[config.mk]
export PLATFORM = sky130hd
export DESIGN_NAME = draw_arbiter_flat
export DESIGN_NICKNAME = d
export VERILOG_FILES = /design/src/rtl/draw_arbiter_if.sv /design/src/rtl/draw_arbiter.sv /design/src/flat_wrapper.sv
export SDC_FILE = /design/constraint.sdc
export NUM_CORES = 1
export LEC_CHECK = 0
export CAP_MARGIN = 20
export CORE_UTILIZATION = 38
export DETAILED_ROUTE_END_ITERATION = 8
export PLACE_DENSITY_LB_ADDON = 0.3
export SLEW_MARGIN = 20
export SYNTH_ARGS = -nofsm -noshare
export SYNTH_HDL_FRONTEND = slang
export SYNTH_SLANG_ARGS = --single-unit
[constraint.sdc]
create_clock -name clk -period 2.16 [get_ports clk]
set_input_delay 0.216 -clock clk [delete_from_list [all_inputs] [get_ports clk]]
set_output_delay 0.216 -clock clk [all_outputs]
set_load 0.05 [all_outputs]
[src/rtl/draw_arbiter_if.sv]
// rtl/draw_arbiter_if.sv - draw engine / VGA write port bundle for draw_arbiter
// master is the engine-and-VGA side, slave is the arbiter.
interface draw_arbiter_if #(
   parameter int NREQ = 4
);
   logic [NREQ-1:0]    req;
   logic [NREQ-1:0]    done;
   logic [NREQ-1:0]    wren_in;
   logic [NREQ*10-1:0] x_in;
   logic [NREQ*10-1:0] y_in;
   logic [NREQ*3-1:0]  colour_in;
   logic [NREQ-1:0]    grant;
   logic               busy;
   logic               writeEn;
   logic [9:0]         x_out;
   logic [9:0]         y_out;
   logic [2:0]         colour_out;
   logic               timeout;

   modport master (
      output req, done, wren_in, x_in, y_in, colour_in,
      input  grant, busy, writeEn, x_out, y_out, colour_out, timeout
   );

   modport slave (
      input  req, done, wren_in, x_in, y_in, colour_in,
      output grant, busy, writeEn, x_out, y_out, colour_out, timeout
   );
endinterface

[src/rtl/draw_arbiter.sv]
// rtl/draw_arbiter.sv - round-robin owner of the VGA framebuffer write port
// Optional grant watchdog enabled by DRAW_ARB_TIMEOUT_EN.
module draw_arbiter #(
   parameter int NREQ      = 4,
   parameter int MAX_GRANT = 1023
) (
   input logic           clk,
   input logic           reset,
   draw_arbiter_if.slave bus
);
   localparam int PW = $clog2(NREQ);

   typedef enum logic [1:0] {IDLE, GRANT, RELEASE} state_t;

   state_t        state;
   logic [PW-1:0] ptr;
   logic [PW-1:0] nxt;
   logic [PW-1:0] idx;
   logic          any_req;
   logic [9:0]    xs   [NREQ];
   logic [9:0]    ys   [NREQ];
   logic [2:0]    cols [NREQ];

   // Scan from farthest to nearest so the closest requester after ptr wins.
   always_comb begin
      any_req = 1'b0;
      nxt     = ptr;
      idx     = ptr;
      for (int i = NREQ; i >= 1; i--) begin
         idx = PW'((int'(ptr) + i) % NREQ);
         if (bus.req[idx]) begin
            any_req = 1'b1;
            nxt     = idx;
         end
      end
   end

   always_comb begin
      for (int i = 0; i < NREQ; i++) begin
         xs[i]   = bus.x_in[10*i +: 10];
         ys[i]   = bus.y_in[10*i +: 10];
         cols[i] = bus.colour_in[3*i +: 3];
      end
   end

`ifdef DRAW_ARB_TIMEOUT_EN
   logic [9:0] cnt;
`else
   assign bus.timeout = 1'b0;
`endif

   always_ff @(posedge clk) begin
      if (reset) begin
         state          <= IDLE;
         ptr            <= PW'(NREQ - 1);
         bus.grant      <= '0;
         bus.busy       <= 1'b0;
         bus.writeEn    <= 1'b0;
         bus.x_out      <= '0;
         bus.y_out      <= '0;
         bus.colour_out <= '0;
`ifdef DRAW_ARB_TIMEOUT_EN
         bus.timeout    <= 1'b0;
         cnt            <= '0;
`endif
      end else begin
         bus.writeEn <= (state == GRANT) && bus.wren_in[ptr];
         if (state == GRANT) begin
            bus.x_out      <= xs[ptr];
            bus.y_out      <= ys[ptr];
            bus.colour_out <= cols[ptr];
         end
`ifdef DRAW_ARB_TIMEOUT_EN
         bus.timeout <= 1'b0;
`endif
         case (state)
            IDLE: begin
               if (any_req) begin
                  state     <= GRANT;
                  ptr       <= nxt;
                  bus.grant <= NREQ'(1) << nxt;
                  bus.busy  <= 1'b1;
`ifdef DRAW_ARB_TIMEOUT_EN
                  cnt       <= '0;
`endif
               end
            end
            GRANT: begin
               if (bus.done[ptr]) begin
                  state     <= RELEASE;
                  bus.grant <= '0;
               end
`ifdef DRAW_ARB_TIMEOUT_EN
               // ptr already names the offender, so the next scan starts past it.
               else if (cnt == 10'(MAX_GRANT - 1)) begin
                  state       <= RELEASE;
                  bus.grant   <= '0;
                  bus.timeout <= 1'b1;
               end else begin
                  cnt <= cnt + 10'd1;
               end
`endif
            end
            RELEASE: begin
               state    <= IDLE;
               bus.busy <= 1'b0;
            end
            default: state <= IDLE;
         endcase
      end
   end
endmodule

[src/flat_wrapper.sv]
// flat-port wrapper written by rule: the top's interface ports become plain ports
module draw_arbiter_flat 
#(
   parameter int NREQ      = 4,
   parameter int MAX_GRANT = 1023
)
  (clk, reset, bus_req, bus_done, bus_wren_in, bus_x_in, bus_y_in, bus_colour_in, bus_grant, bus_busy, bus_writeEn, bus_x_out, bus_y_out, bus_colour_out, bus_timeout);
  draw_arbiter_if #(.NREQ(NREQ)) bus_i ();
  input logic clk;
  input logic reset;
  input wire logic [$bits(bus_i.req)-1:0] bus_req;
  input wire logic [$bits(bus_i.done)-1:0] bus_done;
  input wire logic [$bits(bus_i.wren_in)-1:0] bus_wren_in;
  input wire logic [$bits(bus_i.x_in)-1:0] bus_x_in;
  input wire logic [$bits(bus_i.y_in)-1:0] bus_y_in;
  input wire logic [$bits(bus_i.colour_in)-1:0] bus_colour_in;
  output wire logic [$bits(bus_i.grant)-1:0] bus_grant;
  output wire logic [$bits(bus_i.busy)-1:0] bus_busy;
  output wire logic [$bits(bus_i.writeEn)-1:0] bus_writeEn;
  output wire logic [$bits(bus_i.x_out)-1:0] bus_x_out;
  output wire logic [$bits(bus_i.y_out)-1:0] bus_y_out;
  output wire logic [$bits(bus_i.colour_out)-1:0] bus_colour_out;
  output wire logic [$bits(bus_i.timeout)-1:0] bus_timeout;
  assign bus_i.req = bus_req;
  assign bus_i.done = bus_done;
  assign bus_i.wren_in = bus_wren_in;
  assign bus_i.x_in = bus_x_in;
  assign bus_i.y_in = bus_y_in;
  assign bus_i.colour_in = bus_colour_in;
  assign bus_grant = bus_i.grant;
  assign bus_busy = bus_i.busy;
  assign bus_writeEn = bus_i.writeEn;
  assign bus_x_out = bus_i.x_out;
  assign bus_y_out = bus_i.y_out;
  assign bus_colour_out = bus_i.colour_out;
  assign bus_timeout = bus_i.timeout;
  draw_arbiter #(.NREQ(NREQ), .MAX_GRANT(MAX_GRANT)) u_core (.clk(clk), .reset(reset), .bus(bus_i));
endmodule
# Yosys cells after proc, flatten, opt, wreduce, memory -nomap -nowiden
# Index checks and enable logic that the tools add are counted.
# word_totals
regBits	33
elab_cells	69
input_bits	106
# op_classes
n_shift	1
eq_ne	4
muxes	37
order_cmp	6
add_sub_neg	4
n_reduce_logical	8
bitwise_logic	1
# ops
operator	count
10-bit binary-select mux with 2-bit select	2
10-bit two-way mux	4
2-bit by 3-bit less-than comparator with 1-bit output (second input constant)	5
1-bit binary-select mux with 2-bit select	6
2-bit two-way mux	6
1-bit two-way mux	11
4-bit two-way mux	2
4-bit one-hot mux with 2 select lines	1
3-bit binary-select mux with 2-bit select	1
3-bit two-way mux	2
2-bit AND reduction	3
2-bit by 1-bit adder with 2-bit output (second input constant)	2
2-bit adder (second input constant)	2
2-bit one-hot mux with 2 select lines	1
2-bit nonzero test	2
1-bit by 2-bit << shifter with 4-bit output (first input constant)	1
3-bit >= comparator (second input constant)	1
2-bit inverter with 3-bit output	1
3-bit AND reduction	1
2-bit by 1-bit equality test with 1-bit output (second input constant)	1
2-bit equality test (second input constant)	1
2-bit logical NOT	1
2-bit by 1-bit != test with 1-bit output (second input constant)	1
2-bit != test (second input constant)	1
other kinds (2)	2

# Depth between registers and ports, before layout
# Gate-level depths: netlist of the first run.
# depth
ltp_word	10
ltp_mapped	5
ltp_nobuf	4

# Worst setup path after synthesis of the first run
# No wires, ideal clock.
# synth_path
kind	reg2reg
start	reg u_core.ptr[0]
end	reg u_core.bus.colour_out[2]
period_less_slack_ns	1.450
path_slack_ns	0.710
arrival_time_ns	1.318
path_stages_with_launch	5
n_path_buf	1
setup_ns	0.132
required_ns	2.028
cell_sequence	dfxtp_1 > buf_2 > mux4_2 > nand2_1 > a21oi_1
# synth_between
elab_chain_len	4
# synth_lines
element	line_no	text
start, declared	draw_arbiter.sv:16	logic [PW-1:0] ptr;
start signal, assigned	draw_arbiter.sv:55	ptr <= PW'(NREQ - 1);
start signal, assigned	draw_arbiter.sv:80	ptr <= nxt;
2-bit inverter with 3-bit output (not written as such)	draw_arbiter.sv:71	bus.colour_out <= cols[ptr];
3-bit binary-select mux with 2-bit select	draw_arbiter.sv:71	
3-bit two-way mux (not written as such) (2 in a row)	draw_arbiter.sv:71	
end signal, assigned	draw_arbiter.sv:71	
end, declared	draw_arbiter_if.sv:27	output grant, busy, writeEn, x_out, y_out, colour_out, timeout
# No other way between the ends. The select of a mux whose other input is x is not followed.
# A chain may end at the register's enable or synchronous reset.

# Final worst setup path of the first run
# layout_path
start	in bus_req[1]
end	reg u_core.bus.grant[3]
# layout_between
elab_chain_len	9
# layout_lines
element	line_no	text
start, declared	flat_wrapper.sv:11	input wire logic [$bits(bus_i.req)-1:0] bus_req;
1-bit binary-select mux with 2-bit select	draw_arbiter.sv:31	if (bus.req[idx]) begin
1-bit two-way mux (not written as such)	draw_arbiter.sv:31	
2-bit two-way mux (4 in a row)	draw_arbiter.sv:31	
1-bit by 2-bit << shifter with 4-bit output	draw_arbiter.sv:81	bus.grant <= NREQ'(1) << nxt;
4-bit two-way mux	draw_arbiter.sv:78	if (any_req) begin
4-bit one-hot mux with 2 select lines	draw_arbiter.sv:76	case (state)
end signal, assigned	draw_arbiter.sv:81	
end, declared	draw_arbiter_if.sv:27	
# Several ways; a longest one is shown, not always the timed one. The select of a mux whose other input is x is not followed.

==> metrics.md, run 1 <==
| Metric | Value |
|---|---|
| Status | `finished, final reports clean` |
| RSZ-0062 raised after global routing | `false` |
| Wire per inst | `14.4 um` |
| Skew final | `0.00258 ns` |
| WHS | `0.454 ns` |
| Crit path cell chain | `clkdlybuf4s50_1 > or4_4 > a221oi_4 > nand2_1 > o41ai_1` |
| Port bufs | `134` |
| Seq cells post-synth | `33` |
| Asr flop ratio synth | `0` |
| Crit path DAT | `approximately 1.8 ns` |
| Slowest cell on crit path | `or4_4` |
| Via density per instance | `5.10` |
| Synthesized area per cell | `10.2 um^2` |
| Diodes inserted | `0` |
| Post-Route WL | `5570 um` |
| Setup bufs post-CTS | `0` |
| Critical Path Fanout Max | `5` |
| Setup Viol. Count Final | `0` |
| DR iter-0 viols | `53` |
| Post-layout min period | `1.66 ns` |
| Worst skew pair latency | `between 0.2 and 0.3 ns` |
| CTS Buf Count | `5` |
| H-Tree Depth | `2` |
| Max-cap violations | `0` |
| R2R Path End | `u_core.bus.x_out[6]$_SDFFE_PP0N_` |
| Startpoint types | `primary input` |
| CP peak stage delay | `0.61 ns` |
| Class of the worst hold path | `reg -> reg` |
| First-pass GRT wire length | `8780 um` |
| Grt ovf | `0` |
| Vias in the first global route | `approximately 2000` |
| Worst slew pin tran | `approximately 0.61 ns` |
| Slew headroom | `0.584` |
| Die area | `roughly 5300 um^2` |
| Hold worst-path end | `u_core.bus.x_out[5]$_SDFFE_PP0N_` |
| Largest net degree at the start of global routing | `18` |
| First drt pass iteration count | `4` |
| NumNets Final | `427` |
| R2r setup slk | `0.61 ns` |
| Fmax | `~600 MHz` |
| WP data required | `between 2 and 2.5 ns` |
| TNS Setup | `0 ns` |
| Root Driver | `clkbuf_8` |
| Post-synth net total | `293` |
| Critical Path End Type | `flip-flop` |
| Die height | `around 73 um` |
| CTS tree | `yes` |
| Post-synth EDFFs | `0` |
| Initial core utilization | `0.398` |
| Antenna violations before repair | `0` |
| I/O pin count | `136` |
| Filler Cell Count | `369` |
| Clock-pin slew on the worst setup and hold paths | `0.06 ns` |
| Post-place instance area | `3310 um^2` |
| PwrDens | `681 nW/um^2` |
| Synthesized cell area | `1910 um^2` |
| Static Leak | `1.26 nW` |
| CTS Hold Bufs | `0` |
| WHS Path Cells | `2` |
| Crit path buf inv count | `1` |
| Yosys cell types | `35` |
| Crit. path cell count | `5` |
| Worst R2R Start | `u_core.ptr[0]$_SDFFE_PP1P_` |
| Max Buffers Root-to-Sink | `2` |
| ANT nets after route | `0` |
| Vias | `1977` |
| Clk sink count | `33` |
| Share of layout cells above drive strength 1 | `0.150` |
| Die X | `around 73 um` |
| Final Cell Area | `between 3000 and 4000 um^2` |
| Hold_sp | `u_core.bus.x_out[5]$_SDFFE_PP0N_` |
| Fin crit share | `0.770` |
| IR drop worst, VDD | `0.336 mV` |
| Post-route DRC | `0` |
| Ys Warns | `0` |
| Ys flop type | `dfxtp_1` |
| Site Rows | `25` |
| Most frequent cells in the layout | `clkdlybuf4s50_1 (134), nand2_1 (52), dfxtp_1 (32)` |
| FF-to-FF path depth | `4` |
| Hpwl dp | `4510 um` |
| GRT Total Usage | `0.219` |
| CP Class | `in -> reg` |
| Syn Inst Count | `approximately 190` |
| Post-cts resize count | `0` |
| GPL Wtd Cong | `0.823` |
| Seq/Total Area, Yosys | `0.347` |
| Area grow syn2layout | `78.1%` |
| Core area | `~4800 um^2` |
| Slew Viols, Final | `0` |
| Commonest non-fill, non-tap cell in the layout | `clkdlybuf4s50_1` |
| Worst setup startpoint | `bus_req[1]` |
| Family with the most delay on the worst path | `simple AND/OR/NAND/NOR gates` |
| Final Hold Viols | `0` |
-- per-stage QoR --
stage | setup WS (ns) | utilization | power [mW] | std cells
after floorplan | 0.710 | - | 1.47 | 187
after global placement | 0.287 | 0.691 | 1.86 | 381
after detailed placement | 0.221 | 0.691 | 1.88 | 381
after CTS | 0.487 | 0.709 | 2.34 | 388
after global routing | 0.415 | 0.709 | 2.44 | 388
final | 0.496 | 0.709 | 2.31 | 388
-- routing by layer --
metal	up-vias	wire length, um	GRT usage
li1	953	-	-
met1	922	2090	0.225
met2	92	2920	0.412
met3	10	452	0.0704
met4	0	107	0.0806
met5	-	0	0
-- area by class of cell --
type | count | area (um^2) | share of cell area
Sequential cell | 33 | 662 | 0.195
Timing Repair Buffer | 143 | 1410 | 0.415
Clock buffer | 7 | 86.3 | 0.0254
Inverter | 2 | 7.51 | 0.00221
Tap cell | 67 | 83.8 | 0.0247
Multi-Input combinational cell | 136 | 1140 | 0.337
-- kinds of logic (layout without fill, tap and decap cells) --
family                 Yosys count  count (layout)  synth area share
other                            1               1           0.00197
AOI/OAI and AO/OA               39              39             0.130
buffers and inverters           18             152            0.0538
and+or+nand+nor                 68              68             0.156
DFF                             33              33             0.347
muxes                           28              28             0.312
-- how the worst max path moves through the flow --
stage | endpoint | slack (ns)
finish | u_core.bus.grant[3]$_SDFFE_PP0P_ | 0.50
global route | u_core.bus.grant[2]$_SDFFE_PP0P_ | 0.42
CTS | bus_colour_out[2] | 0.49
detailed placement | u_core.bus.grant[3]$_SDFFE_PP0P_ | 0.22
global placement | u_core.bus.grant[0]$_SDFFE_PP0P_ | 0.29
floorplan | u_core.bus.colour_out[2]$_SDFFE_PP0N_ | 0.71
-- synthesized netlist by cell type, types with 3 or more instances --
library cell | number | area share
dfxtp_1 | 33 | 0.35
clkbuf_1 | 8 | 0.016
mux4_2 | 25 | 0.30
nand2_1 | 52 | 0.10
buf_2 | 3 | 0.0079
a21oi_1 | 28 | 0.074
-- report_power, final --
group | internal (mW) | leakage, nW | switching (mW)
clock | 0.252 | 0.0443 | 0.200
sequential | 0.691 | 0.271 | 0.0519
combinational | 0.554 | 0.944 | 0.560
-- sequential cells by signal (all words and copies together) (netlist names) --
register               flops
u_core.bus.colour_out      3
u_core.bus.grant           4
u_core.state               2
u_core.bus.writeEn         1
u_core.ptr                 2
u_core.bus.x_out          10
u_core.bus.busy            1
u_core.bus.y_out          10
-- worst min-delay path, delay by kind of cell (launching register included) --
family	cells	cell delay (ns)
AOI/OAI and AO/OA	1	0.05
and+or+nand+nor	1	0.05
DFF	1	0.31
Note: power is estimated with default switching activity, not from simulation.
==> run 2: changes to the inputs <==
- CORE_UTILIZATION: 38 -> 35
- clock period: 2.16 -> 1.7 ns (I/O delays scaled with it)
==> metrics.md, run 2 (synthesis results as in run 1) <==
| Metric | Value |
|---|---|
| Status | `finished, final reports clean (unchanged)` |
| Final Cell Area | `3450 um^2 (was 3390 um^2)` |
| Site Rows | `26 (was 25)` |
| GRT Total Usage | `0.201 (was 0.219)` |
| Crit path buf inv count | `1 (unchanged)` |
| PwrDens | `853 nW/um^2 (was 681 nW/um^2)` |
| Largest registers | `u_core.bus.x_out: 10 flops, u_core.bus.y_out: 10 flops, u_core.bus.grant: 4 flops (unchanged)` |
| Crit path DAT | `1.44 ns (was 1.84 ns)` |
| WP data required | `1.53 ns (was 2.33 ns)` |
| Crit path cell chain | `clkdlybuf4s50_1 (was clkdlybuf4s50_1 > or4_4 > a221oi_4 > nand2_1 > o41ai_1)` |
| DR iter-0 viols | `29 (was 53)` |
| Filler Cell Count | `433 (was 369)` |
| Largest net degree at the start of global routing | `19 (was 18)` |
| Worst slew pin tran | `0.607 ns (was 0.615 ns)` |
| Post-cts resize count | `0 (unchanged)` |
| Max-cap violations | `0 (unchanged)` |
| Die height | `75.8 um (was 72.8 um)` |
| Static Leak | `1.30 nW (was 1.26 nW)` |
| CP Class | `reg -> out (was in -> reg)` |
| Worst skew pair latency | `0.28 ns (was 0.27 ns)` |
| CTS Hold Bufs | `0 (unchanged)` |
| Slew headroom | `0.589 (was 0.584)` |
| H-Tree Depth | `2 (unchanged)` |
| Post-layout min period | `1.61 ns` |
| Max Buffers Root-to-Sink | `2 (unchanged)` |
| IR drop worst, VDD | `0.591 mV (was 0.336 mV)` |
| Post-route DRC | `0 (unchanged)` |
| CTS Buf Count | `5 (unchanged)` |
| RSZ-0062 raised after global routing | `false (unchanged)` |
| Skew final | `0.00288 ns (was 0.00258 ns)` |
| Root Driver | `clkbuf_8 (unchanged)` |
| Clk sink count | `33 (unchanged)` |
| Startpoint types | `flip-flop (was primary input)` |
| Grt ovf | `0 (unchanged)` |
| First-pass GRT wire length | `8470 um (was 8780 um)` |
| Diodes inserted | `0 (unchanged)` |
| TNS Setup | `0 ns (unchanged)` |
| Via density per instance | `4.92 (was 5.10)` |
| Share of layout cells above drive strength 1 | `0.176 (was 0.150)` |
| Worst R2R Start | `u_core.ptr[0]$_SDFFE_PP1P_ (unchanged)` |
| Post-place instance area | `3370 um^2 (was 3310 um^2)` |
| Fmax | `622 MHz` |
| Antenna violations before repair | `0 (unchanged)` |
| Die area | `5740 um^2 (was 5300 um^2)` |
| I/O pin count | `136 (unchanged)` |
| GPL Wtd Cong | `0.865 (was 0.823)` |
| Setup Viol. Count Final | `0 (unchanged)` |
| Initial core utilization | `0.368 (was 0.398)` |
| Hold_sp | `u_core.bus.y_out[9]$_SDFFE_PP0N_ (was u_core.bus.x_out[5]$_SDFFE_PP0N_)` |
| Area grow syn2layout | `81.2% (was 78.1%)` |
| Place WS | `-0.0983 ns (was 0.221 ns)` |
| First drt pass iteration count | `4 (unchanged)` |
| NumNets Final | `434 (was 427)` |
| Setup WS post-layout | `0.0932 ns (was 0.496 ns)` |
| Slew Viols, Final | `0 (unchanged)` |
| Post-Route WL | `5530 um (was 5570 um)` |
| Vias in the first global route | `1915 (was 2010)` |
| CTS tree | `yes (unchanged)` |
| Critical Path End Type | `output pin (was flip-flop)` |
| Final Hold Viols | `0 (unchanged)` |
| Clock-pin slew on the worst setup and hold paths | `0.06 ns (about the same)` |
| Wire per inst | `13.8 um (was 14.4 um)` |
| Die X | `75.8 um (was 72.8 um)` |
| Critical Path Fanout Max | `2 (was 5)` |
| Hpwl dp | `4550 um (was 4510 um)` |
| Vias | `1965 (was 1977)` |
| ANT nets after route | `0 (unchanged)` |
| Slowest cell on crit path | `clkdlybuf4s50_1 (was or4_4)` |
| CP peak stage delay | `0.81 ns (was 0.61 ns)` |
| Core area | `5170 um^2 (was 4790 um^2)` |
| Most frequent cells in the layout | `clkdlybuf4s50_1 (132), nand2_1 (52), dfxtp_1 (32) (was clkdlybuf4s50_1 (134), nand2_1 (52), dfxtp_1 (32))` |
| Family with the most delay on the worst path | `buffers and inverters (was simple AND/OR/NAND/NOR gates)` |
| Class of the worst hold path | `reg -> reg (unchanged)` |
| Port bufs | `134 (unchanged)` |
| Setup bufs post-CTS | `0 (unchanged)` |
| Fin crit share | `0.945` |
| Commonest non-fill, non-tap cell in the layout | `clkdlybuf4s50_1 (unchanged)` |
| Worst setup startpoint | `u_core.bus.x_out[7]$_SDFFE_PP0N_ (was bus_req[1])` |
run 2: cell types whose count changed in the layout (fill, tap and decap cells not counted):
cell | before | now
clkdlybuf4s50_1 | 134 | 132
buf_12 | 0 | 1
clkbuf_8 | 6 | 5
clkinv_2 | 0 | 2
buf_4 | 9 | 17
run 2: through the flow:
stage               cells  power, mW  utilization  hold WS [ns]
floorplan             187       1.86            -         0.279
global placement      391       2.40        0.652         0.441
detailed placement    391       2.42        0.652         0.447
CTS                   399       2.99        0.668         0.456
global route          399       3.12        0.668         0.476
finish                399       2.95        0.668         0.451
run 2: power breakdown:
part / switching [mW] / internal (mW)
Combinational: 0.712 / 0.729
Sequential: 0.0694 / 0.877
Clock: 0.275 / 0.283
Total: 1.06 / 1.89
run 2: per-layer routing:
| layer | global-route usage | up-vias | part of all wire |
|---|---|---|---|
| met1 | 0.213 | 922 | 0.39 |
| li1 | - | 969 | - |
| met4 | 0.0514 | 0 | 0.0049 |
| met2 | 0.382 | 70 | 0.52 |
| met5 | 0 | - | 0 |
| met3 | 0.0635 | 4 | 0.077 |
run 2: layout make-up:
cell class	count	area [um^2]	area share
multi-input cells	136	1140	0.332
flip-flops and latches	33	662	0.192
clock inverters	2	10.0	0.00290
inverters	2	7.51	0.00217
well taps	70	87.6	0.0254
repair buffers	150	1470	0.425
clock buffers	6	72.6	0.0210
run 2: worst paths after layout:
kind                                      endpoint  slack (ns)  cells past startpoint
setup / recovery                      bus_x_out[7]        0.09                      1
hold / removal    u_core.bus.y_out[9]$_SDFFE_PP0N_        0.45                      2
setup reg to reg     u_core.bus.writeEn$_SDFF_PP0_        0.15                      3
hold reg to reg   u_core.bus.y_out[9]$_SDFFE_PP0N_        0.45                      2
run 2: tightest hold or removal path: cells and delay by family (launching register included):
family             cells  cell delay, ns
DFF                    1            0.31
AOI/OAI and AO/OA      1            0.05
and+or+nand+nor        1            0.05
